### config.mk
export PLATFORM = sky130hd
export DESIGN_NAME = mem_arbiter
export DESIGN_NICKNAME = d
export VERILOG_FILES = /design/src/rtl/mem_arbiter.sv
export SDC_FILE = /design/constraint.sdc
export NUM_CORES = 1
export LEC_CHECK = 0
export ABC_CLOCK_PERIOD_IN_PS = 2400
export CAP_MARGIN = 20
export CORE_UTILIZATION = 37
export CTS_CLUSTER_DIAMETER = 150
export DETAILED_ROUTE_END_ITERATION = 8
export DONT_BUFFER_PORTS = 1
export PLACE_DENSITY = 0.56
export SLEW_MARGIN = 30
export SYNTH_ARGS = -nofsm -noshare
export SYNTH_HDL_FRONTEND = slang
export SYNTH_SLANG_ARGS = --single-unit
### constraint.sdc
create_clock -name clk -period 2.4 [get_ports clk]
set_clock_uncertainty 0.2 [all_clocks]
set_input_delay 0.48 -clock clk [delete_from_list [all_inputs] [get_ports clk]]
set_output_delay 0.48 -clock clk [all_outputs]
set_load 0.1 [all_outputs]
### src/rtl/mem_arbiter.sv
// Two-master round-robin arbiter for a single-port memory with lock/burst ownership.
// Read data returns one cycle after the grant; per-master rvalid tags the returning word.
module mem_arbiter #(
  parameter int unsigned ADDR_WIDTH = 6,
  parameter int unsigned DATA_WIDTH = 16,
  parameter int unsigned MAX_BURST  = 4
) (
  input  logic                  clk,
  input  logic                  rst_n,
  input  logic                  m0_req,
  input  logic                  m0_lock,
  input  logic                  m0_we,
  input  logic [ADDR_WIDTH-1:0] m0_addr,
  input  logic [DATA_WIDTH-1:0] m0_wdata,
  output logic                  m0_gnt,
  output logic                  m0_rvalid,
  input  logic                  m1_req,
  input  logic                  m1_lock,
  input  logic                  m1_we,
  input  logic [ADDR_WIDTH-1:0] m1_addr,
  input  logic [DATA_WIDTH-1:0] m1_wdata,
  output logic                  m1_gnt,
  output logic                  m1_rvalid,
  output logic [DATA_WIDTH-1:0] rdata,
  input  logic [DATA_WIDTH-1:0] mem_in,
  output logic                  mem_we,
  output logic [ADDR_WIDTH-1:0] mem_addr,
  output logic [DATA_WIDTH-1:0] mem_data,
  output logic                  busy
);

  localparam int unsigned BCW = $clog2(MAX_BURST) + 1;
  localparam logic [BCW-1:0] BURST_MAX = BCW'(MAX_BURST);

  logic           last_q,     last_d;
  logic           lock_vld_q, lock_vld_d;
  logic           lock_own_q, lock_own_d;
  logic [BCW-1:0] burst_cnt_q, burst_cnt_d;
  logic           m0_rvalid_d, m1_rvalid_d;

  logic owner_req_c;
  logic other_req_c;
  logic any_gnt_c;
  logic gnt_id_c;
  logic same_run_c;

  assign owner_req_c = lock_own_q ? m1_req : m0_req;
  assign other_req_c = lock_own_q ? m0_req : m1_req;
  assign any_gnt_c   = m0_gnt | m1_gnt;
  assign gnt_id_c    = m1_gnt;
  // A nonzero count means the previous cycle was granted, and last names that master.
  assign same_run_c  = (lock_vld_q && (lock_own_q == gnt_id_c)) ||
                       ((burst_cnt_q != '0) && (last_q == gnt_id_c));

  // State register
  always_ff @(posedge clk or negedge rst_n) begin
    if (!rst_n) begin
      last_q      <= 1'b1;
      lock_vld_q  <= 1'b0;
      lock_own_q  <= 1'b0;
      burst_cnt_q <= '0;
      m0_rvalid   <= 1'b0;
      m1_rvalid   <= 1'b0;
    end else begin
      last_q      <= last_d;
      lock_vld_q  <= lock_vld_d;
      lock_own_q  <= lock_own_d;
      burst_cnt_q <= burst_cnt_d;
      m0_rvalid   <= m0_rvalid_d;
      m1_rvalid   <= m1_rvalid_d;
    end
  end

  // Next-state: ownership, round-robin pointer, burst run length, read return
  always_comb begin
    last_d      = last_q;
    lock_vld_d  = 1'b0;
    lock_own_d  = lock_own_q;
    burst_cnt_d = '0;
    m0_rvalid_d = m0_gnt & ~m0_we;
    m1_rvalid_d = m1_gnt & ~m1_we;
    if (any_gnt_c) begin
      last_d     = gnt_id_c;
      lock_own_d = gnt_id_c;
      lock_vld_d = gnt_id_c ? m1_lock : m0_lock;
      if (same_run_c) begin
        burst_cnt_d = (burst_cnt_q >= BURST_MAX) ? BURST_MAX : burst_cnt_q + BCW'(1);
      end else begin
        burst_cnt_d = BCW'(1);
      end
    end
  end

  // Outputs: grant decision and memory mux; reset forces the idle values at once
  always_comb begin
    m0_gnt   = 1'b0;
    m1_gnt   = 1'b0;
    mem_we   = 1'b0;
    mem_addr = '0;
    mem_data = '0;
    if (rst_n) begin
      if (lock_vld_q && owner_req_c && (!other_req_c || (burst_cnt_q < BURST_MAX))) begin
        m0_gnt = ~lock_own_q;
        m1_gnt = lock_own_q;
      end else if (m0_req && m1_req) begin
        m0_gnt = last_q;
        m1_gnt = ~last_q;
      end else begin
        m0_gnt = m0_req;
        m1_gnt = m1_req;
      end
    end
    if (m0_gnt) begin
      mem_we   = m0_we;
      mem_addr = m0_addr;
      mem_data = m0_wdata;
    end else if (m1_gnt) begin
      mem_we   = m1_we;
      mem_addr = m1_addr;
      mem_data = m1_wdata;
    end
  end

  assign busy  = any_gnt_c;
  assign rdata = mem_in;

endmodule

# After elaboration in Yosys (flattened, before gate mapping)
# Index checks and enable logic that the tools add are counted.
# word_totals
regBits	8
input_bits	68
output_inout_bits	44
# op_classes
add_sub_neg	1
order_cmp	2
n_eq_ne	2
mux	19
bitwise	7
reduce_logical	9
# ops
op	count
2-to-1 mux 16 bit	2
2-to-1 mux 1 bit	12
2-to-1 mux 6 bit	2
2-to-1 mux 3 bit	3
logical AND 1 bit	5
NOT 1 bit	4
adder 3 x 1 -> 3 bit (second input constant)	1
>= comparator 3 bit (second input constant)	1
< comparator 3 bit (second input constant)	1
nonzero test 3 bit	1
bitwise AND 1 bit	2
equality test 1 bit	2
logical OR 1 bit	2
logical NOT 1 bit	1
bitwise OR 1 bit	1

# Longest topological paths before layout
# Gate-level depths: netlist (run 1).
# logic_depth
depth_word	11
ltp_mapped	6
ltp_nobuf	6

# Worst setup path before layout (run 1)
# No wires, ideal clock.
# synth_timing
path_kind	input-to-output
startpoint	in m1_req
endpoint	out mem_data[3]
t_arrival_ns	2.283
path_slack_ns	-0.563
stages	5
path_cell_list	a21boi_2 > mux2_4 > a21oi_4 > buf_6 > a22o_1
# synth_via
elab_chain_len	8
elab_cells_between_ends	15
classes_between	10 x mux; 5 x reduce/logical
# synth_rtl
element	line	rtl
start: declaration	17	input logic m1_req,
2-to-1 mux 1 bit	48	assign other_req_c = lock_own_q ? m0_req : m1_req;
logical NOT 1 bit	102	if (lock_vld_q && owner_req_c && (!other_req_c || (burst_cnt_q < BURST_MAX))) begin
logical OR 1 bit	102	
logical AND 1 bit	102	
2-to-1 mux 1 bit (*)	102	
2-to-1 mux 1 bit (*)	101	if (rst_n) begin
via m1_gnt	22	output logic m1_gnt,
2-to-1 mux 16 bit (*)	117	end else if (m1_gnt) begin
2-to-1 mux 16 bit (*)	113	if (m0_gnt) begin
end: declaration	28	output logic [DATA_WIDTH-1:0] mem_data,
# The timed path passes the listed nets; every way through them passes the cells marked *.

# Worst setup path in the final report (run 1)
# layout_timing
startpoint	reg burst_cnt_q[2]
endpoint	out mem_we
# layout_via
elab_chain_len	7
elab_cells_between_ends	9
classes_between	1 x order compare; 6 x mux; 2 x reduce/logical
# layout_rtl
element	line	rtl
start: declaration	38	logic [BCW-1:0] burst_cnt_q, burst_cnt_d;
start signal: assignment	68	burst_cnt_q <= burst_cnt_d;
< comparator 3 bit (*)	102	
logical OR 1 bit (*)	102	
logical AND 1 bit (*)	102	
2-to-1 mux 1 bit	102	
2-to-1 mux 1 bit	101	
2-to-1 mux 1 bit	117	
2-to-1 mux 1 bit (*)	113	
end: declaration	26	output logic mem_we,
# Mark *: on every way between the ends. The rest lies on a longest branch, timed or not.

==> results of run 1 <==
routing by layer:
metal  routed length, um  up-vias
met2                1030       60
met3                 207        4
met5                   0        -
met1                 733      333
met4                   8        0
li1                    -      321
path summary, 6_finish.rpt:
check	slack [ps]	from	depth (start not counted)	end
max reg2reg	580	burst_cnt_q[2]$_DFF_PN0_	7	lock_own_q$_DFFE_PN0P_
min in group asynchronous	370	rst_n	1	m0_rvalid$_DFF_PN0_
min	80	m0_we	1	m0_rvalid$_DFF_PN0_
max in group asynchronous	1310	rst_n	1	last_q$_DFFE_PN1P_
min reg2reg	340	last_q$_DFFE_PN1P_	2	last_q$_DFFE_PN1P_
max	-150	burst_cnt_q[2]$_DFF_PN0_	6	mem_we
per-stage QoR:
step	setup slack (ps)	cell area, um^2
6_report	-150	1150
3_3_place_gp	64.0	1080
2_1_floorplan	-12.2	991
5_1_grt	-218	1150
4_1_cts	-165	1140
3_5_place_dp	49.5	1080
final cells by class:
| type | instances | area (um^2) | share of cell area [%] |
|---|---|---|---|
| repair buffers | 17 | 262 | 22.8 |
| multi-input cells | 57 | 608 | 53.0 |
| inverters | 4 | 15.0 | 1.31 |
| well taps | 27 | 33.8 | 2.94 |
| flip-flops and latches | 8 | 203 | 17.7 |
| clock buffers | 4 | 26.3 | 2.29 |
cell families (layout without fill, tap and decap cells):
logic type      after synthesis  count (layout)  synth area share [%]
flops                         8               8                  24.8
compound gates               36              36                  38.8
mux                           1               1                  1.85
simple gates                 18              18                  10.6
buf+inv                      24              25                  20.8
fa+ha+maj                     2               2                  3.08
synthesized netlist by cell type (all sizes together):
cell type | count | area [um^2]
nor2 | 7 | 26.3
nor2b | 3 | 18.8
a311oi | 1 | 8.76
a22o | 24 | 210
dfrtp | 7 | 175
buf | 20 | 154
a2111oi | 1 | 15.0
a21oi | 3 | 30.0
mux2 | 1 | 15.0
nor4b | 1 | 8.76
o21ai | 3 | 15.0
a21boi | 1 | 11.3
a31oi | 1 | 6.26
nor3 | 1 | 5.00
and2b | 1 | 8.76
a2111o | 1 | 11.3
dfstp | 1 | 26.3
ha | 2 | 25.0
nand2 | 5 | 18.8
o21a | 1 | 7.51
inv | 4 | 15.0
sequential cells by signal, summed over array words and instances (netlist names):
name,count
burst_cnt_q,3
lock_own_q,1
last_q,1
m1_rvalid,1
m0_rvalid,1
lock_vld_q,1
worst max-delay path: cells and delay by family, from the launching register on:
| family | cells | cell delay, ps |
|---|---|---|
| muxes | 1 | 320 |
| DFF | 1 | 430 |
| buffers and inverters | 2 | 340 |
| AOI/OAI and AO/OA | 3 | 520 |
power by group through the flow:
stage	sequential (mW)	clock [mW]	combinational, mW
4_1_cts	0.166	0.115	0.528
6_report	0.167	0.109	0.528
5_1_grt	0.168	0.123	0.544
2_1_floorplan	0.176	0	0.562
3_3_place_gp	0.168	0	0.515
3_5_place_dp	0.168	0	0.518
timing repair:
| item | in CTS | in global routing |
|---|---|---|
| setup buffers | 1 | 0 |
| cloned | 0 | 0 |
| hold endpoints to repair | 8 | 0 |
| endpoints found under the setup margin | 25 | 25 |
| hold buffers | 1 | 0 |
| pin swaps | 3 | 1 |
| gates resized for setup | 3 | 3 |
==> results.sh, run 1 <==
export IMPL_grt_met3_usage_pct=5.61
export IMPL_final_instance_count_excl_fill=117
export IMPL_timing_final_crit_period_ps=2550
export IMPL_critPathMaxFanout=15
export IMPL_violations_in_the_final_reports="setup timing"
export IMPL_cts_root_buf="clkbuf_4"
export IMPL_clock_path_buffers=2
export IMPL_detail_route_vias_per_cell=6.14
export IMPL_clk_pin_slew_ps=60
export IMPL_cts_tree="done"
export IMPL_power_net_switching_uw=438
export IMPL_syn_nets=159
export IMPL_num_vias=718
export IMPL_max_slew_worst_pin_slew_ps=845
export IMPL_dp_hpwl_um=1590
export IMPL_timing_max_cap_violations=0
export IMPL_ys_types=24
export IMPL_drt_antenna_violating_nets=0
export IMPL_finalNetCount=161
export IMPL_vias_in_the_first_global_route=690
export IMPL_initial_core_util_pct=40.2
export IMPL_cts_buffers_inserted=3
export IMPL_ir_drop_uv=380
export IMPL_die_w_um=48.8
export IMPL_grt_start_max_net_pins=28
export IMPL_power_combinational_fraction_pct=65.7
export IMPL_crit_path_end_kind="output port"
export IMPL_fillers=183
export IMPL_drc=0
export IMPL_p_int_uw=366
export IMPL_finalSetupViolations=24
export IMPL_initial_antenna_violation_count=0
export IMPL_startpoint_type="register"
export IMPL_clock_sink_count=8
export IMPL_power_sequential_fraction_pct=20.7
export IMPL_place_inst=111
export IMPL_top_usage_layer="met2"
export IMPL_p_leak_nw=0.510
export IMPL_mostFrequentLayoutCell="a22o_4"
export IMPL_drive_gt1_share_pct=56.7
export IMPL_required_ps=1720
export IMPL_num_io_pins=112
export IMPL_htree_num_levels=1
export IMPL_die_y_extent_um=48.8
export IMPL_synth_seq_cells=8
export IMPL_synthesis_to_finish_area_growth_pct=41.3
export IMPL_power_uw=803
export IMPL_grt_util_met2_pct=26.9
export IMPL_mean_instance_size_in_the_synthesized_netlist_um2=9.12
export IMPL_fin_tns_setup_ps=-3010
export IMPL_drv_slew=0
export IMPL_slew_headroom_pct=43.6
export IMPL_final_hold_worst_slack_ps=79.0
export IMPL_drt_iter0_drc=12
export IMPL_clkPwrFrac_pct=13.5
export IMPL_routed_length_per_instance_um=16.9
export IMPL_rsz0062_at_grt="true"
export IMPL_grt_overflow_total=0
export IMPL_grt_use_met1_pct=19.1
export IMPL_row_count=16
export IMPL_most_common_layout_cells="a22o_4 (16), buf_12 (9), nor2_1 (7), a22o_2 (7), dfrtp_1 (6)"
export IMPL_worstPathArrival_ps=1870
export IMPL_final_min_period_over_clock_period_pct=106
export IMPL_worst_path_largest_cell_delay_ps=430
export IMPL_synth_cell_area_um2=812
export IMPL_count_of_port_buffers_added_during_placement=0
export IMPL_worstPathCellList="a21boi_4 -> mux2_4 -> a21oi_4 -> buf_12 -> a22o_2 -> buf_12"
export IMPL_post_synth_inst_count=89
export IMPL_fmax_mhz=392
export IMPL_total_wirelength_um=1980
export IMPL_final_core_utilization_pct=56.7
export IMPL_finalWorstSetupSlack_ps=-150
export IMPL_grt_first_pass_wirelength_um=3060
export IMPL_slowest_stage="dfrtp_2"
export IMPL_synth_yosys_warnings=0
export IMPL_timing_setup_critical_path_class="reg -> out"
export IMPL_hold_path_class="in -> reg"
export IMPL_placeableCoreArea_um2=2020
export IMPL_hold_viol=0
export IMPL_number_of_detailed_routing_iterations_run_before_antenna_repair=4
export IMPL_critPathMostFrequentCell="buf_12"
export IMPL_insertedDiodeCount=0
export IMPL_cellPowerDensity_nw_per_um2=700
export IMPL_run_status="finished, violations left"
export IMPL_floorplan_die_area_um2=2390
export IMPL_clock_latency_ps=260
export IMPL_synth_seq_area_share_pct=24.8
export IMPL_swShare_pct=54.5
export IMPL_grt_use_total_pct=16.4
export IMPL_place_gp_congestion=0.745
Note: power is estimated with default switching activity, not from simulation.
==> run 2, diff against run 1 <==
--- a/config.mk
+++ b/config.mk
@@ -5,13 +5,13 @@
 export SDC_FILE = /design/constraint.sdc
 export NUM_CORES = 1
 export LEC_CHECK = 0
-export ABC_CLOCK_PERIOD_IN_PS = 2400
+export ABC_CLOCK_PERIOD_IN_PS = 2100
 export CAP_MARGIN = 20
 export CORE_UTILIZATION = 37
 export CTS_CLUSTER_DIAMETER = 150
 export DETAILED_ROUTE_END_ITERATION = 8
 export DONT_BUFFER_PORTS = 1
-export PLACE_DENSITY = 0.56
+export PLACE_DENSITY = 0.58
 export SLEW_MARGIN = 30
 export SYNTH_ARGS = -nofsm -noshare
 export SYNTH_HDL_FRONTEND = slang
==> constraint.sdc (replaced) <==
create_clock -name clk -period 2.1 [get_ports clk]
set_clock_uncertainty 0.2 [all_clocks]
set_input_delay 0.42 -clock clk [delete_from_list [all_inputs] [get_ports clk]]
set_output_delay 0.42 -clock clk [all_outputs]
set_load 0.1 [all_outputs]
==> run 2 against run 1 <==
  * The run still ends with setup timing left
  * Non-clock buffer count increased by 5
  * First-iteration DRC count decreased by 58%
  * Global-route usage increased by 0.73 points
  * Via count decreased by 1.4%
  * Sequential share of layout area decreased by 1.0 points
  * Routed wire length increased by 7.6%
  * Utilization increased by 3.2 points
  * Count of clock-buffer cells in the layout unchanged
  * Largest power group unchanged
  * Die area unchanged
  * Worst hold slack got worse by 59 ps
==> results.sh, run 2 (synthesis results as in run 1) <==
export IMPL_clock_path_buffers=2
export IMPL_finalSetupViolations=25
export IMPL_violations_in_the_final_reports="setup timing"
export IMPL_cellPowerDensity_nw_per_um2=789
export IMPL_placeableCoreArea_um2=2020
export IMPL_max_slew_worst_pin_slew_ps=377
export IMPL_slowest_stage="dfrtp_1"
export IMPL_startpoint_type="register"
export IMPL_vias_in_the_first_global_route=723
export IMPL_clk_pin_slew_ps=60
export IMPL_grt_overflow_total=0
export IMPL_slew_headroom_pct=74.8
export IMPL_drv_slew=0
export IMPL_timing_max_cap_violations=0
export IMPL_insertedDiodeCount=0
export IMPL_ir_drop_uv=451
export IMPL_timing_setup_critical_path_class="reg -> out"
export IMPL_hold_path_class="in -> reg"
export IMPL_max_ffs_per_register=3
export IMPL_critPathMaxFanout=14
export IMPL_initial_core_util_pct=40.2
export IMPL_run_status="finished, violations left"
export IMPL_worstHoldEndpoint="m1_rvalid$_DFF_PN0_"
export IMPL_number_of_detailed_routing_iterations_run_before_antenna_repair=2
export IMPL_drt_antenna_violating_nets=0
export IMPL_htree_num_levels=1
export IMPL_finalNetCount=166
export IMPL_synthesis_to_finish_area_growth_pct=49.2
export IMPL_floorplan_die_area_um2=2390
export IMPL_total_wirelength_um=2130
export IMPL_count_of_port_buffers_added_during_placement=0
export IMPL_required_ps=1480
export IMPL_cts_root_buf="clkbuf_4"
export IMPL_detail_route_vias_per_cell=5.80
export IMPL_drc=0
export IMPL_final_hold_worst_slack_ps=19.9
export IMPL_initial_antenna_violation_count=0
export IMPL_worst_path_largest_cell_delay_ps=430
export IMPL_grt_use_total_pct=17.1
export IMPL_mostFrequentLayoutCell="a22o_4"
export IMPL_worstPathArrival_ps=1920
export IMPL_routed_length_per_instance_um=17.5
export IMPL_grt_start_max_net_pins=29
export IMPL_r2r_start="burst_cnt_q[2]$_DFF_PN0_"
export IMPL_die_w_um=48.8
export IMPL_crit_buf_inv=1
export IMPL_p_leak_nw=0.549
export IMPL_cts_tree="done"
export IMPL_place_inst=116
export IMPL_timing_critical_path_max_delay_family="compound AO/OA/AOI/OAI gates"
export IMPL_place_gp_congestion=0.805
export IMPL_flop_to_flop_setup_slack_ps=250
export IMPL_regMostFlops="burst_cnt_q"
export IMPL_most_common_layout_cells="a22o_4 (17), buf_12 (11), buf_4 (8)"
export IMPL_worstPathCellList="a21boi_2 -> mux2_4 -> a21oi_4 -> clkbuf_16 -> a22o_4"
export IMPL_final_min_period_over_clock_period_pct=121
export IMPL_drt_iter0_drc=5
export IMPL_cts_buffers_inserted=3
export IMPL_dp_hpwl_um=1620
export IMPL_num_vias=708
export IMPL_die_y_extent_um=48.8
export IMPL_finalWorstSetupSlack_ps=-437
export IMPL_num_io_pins=112
export IMPL_hold_viol=0
export IMPL_drive_gt1_share_pct=57.9
export IMPL_timing_hold_worst_start="m1_we"
export IMPL_postCtsSetupBuffers=0
export IMPL_grt_first_pass_wirelength_um=3190
export IMPL_rsz0062_at_grt="true"
export IMPL_fmax_mhz=394
export IMPL_timing_final_crit_period_ps=2540
export IMPL_crit_path_end_kind="output port"
export IMPL_rr_endpoint="burst_cnt_q[2]$_DFF_PN0_"
export IMPL_clock_sink_count=8
export IMPL_clock_latency_ps=250
export IMPL_final_instance_count_excl_fill=122
export IMPL_cell_depth_of_the_worst_flop_to_flop_path=6
export IMPL_timing_hold_worst_path_depth=1
export IMPL_row_count=16
run 2: cell count changes in the layout (fill, tap and decap cells not counted):
cell       delta
a21boi_2      +1
a21boi_4      -1
a22o_2        -1
a22o_4        +1
buf_12        +2
buf_4         +4
buf_8         -2
clkbuf_16     +1
dfrtp_1       +1
dfrtp_2       -1
o21ai_0       -1
o21ai_1       +1
run 2: how the worst max path moves through the flow:
stage,startpoint,to,slack [ps],cells past startpoint
after floorplan,burst_cnt_q[2]$_DFF_PN0_,mem_data[3],-230,5
after global placement,burst_cnt_q[2]$_DFF_PN0_,mem_data[13],-130,6
after detailed placement,burst_cnt_q[2]$_DFF_PN0_,mem_data[12],-160,6
after CTS,burst_cnt_q[2]$_DFF_PN0_,mem_addr[5],-430,6
after global routing,burst_cnt_q[2]$_DFF_PN0_,mem_data[13],-530,6
final,burst_cnt_q[2]$_DFF_PN0_,mem_data[8],-440,5
run 2: power breakdown:
part	total, mW	internal, mW	switching [mW]
combinational	0.647	0.200	0.447
clock	0.127	0.0728	0.0545
sequential	0.182	0.172	0.0104
total	0.956	0.445	0.511
run 2: through the flow:
step	util (%)	power [mW]	instance area, um^2	setup slack, ps	setup TNS (ps)
after floorplan	-	0.841	982	-233	-5080
after global placement	55.6	0.803	1120	-132	-2670
after detailed placement	55.6	0.811	1120	-155	-3100
after CTS	58.4	0.949	1180	-428	-9830
after global routing	59.9	0.998	1210	-533	-12660
final	59.9	0.956	1210	-437	-10180
run 2: what timing repair did:
action / in CTS / in global routing
gates cloned: 0 / 1
setup endpoints to repair: 25 / 25
endpoints found under the hold margin: 8 / 0
pin swaps: 0 / 1
hold buffers: 1 / 0
gates resized for setup: 4 / 3
run 2: metal layers:
metal	track usage, %	share of wire [%]	up-vias
met5	0	0	-
met2	33.6	58	44
li1	-	-	330
met4	8.33	0.75	0
met3	5.30	8.9	4
met1	15.6	33	330
run 2: area by class of cell:
class / count / area [um^2]
fillers: 167 / 811
multi-input cells: 57 / 608
repair buffers: 22 / 327
flip-flops and latches: 8 / 201
well taps: 27 / 33.8
clock buffers: 4 / 26.3
inverters: 4 / 15.0
run 2: worst reg2reg max path, stage by stage, from the launching register on:
cell and delay, ps:
dfrtp_1 430, nor2b_2 170, buf_4 130, nor2_1 40, a2111o_1 370, a31oi_1 270, nor3_1 100
==> run 3, diff against run 2 <==
--- a/config.mk
+++ b/config.mk
@@ -8,7 +8,6 @@
 export ABC_CLOCK_PERIOD_IN_PS = 2100
 export CAP_MARGIN = 20
 export CORE_UTILIZATION = 37
-export CTS_CLUSTER_DIAMETER = 150
 export DETAILED_ROUTE_END_ITERATION = 8
 export DONT_BUFFER_PORTS = 1
 export PLACE_DENSITY = 0.58
==> results of run 3 <==
Same layout as run 2: the final DEF is identical, and so are final timing and power.
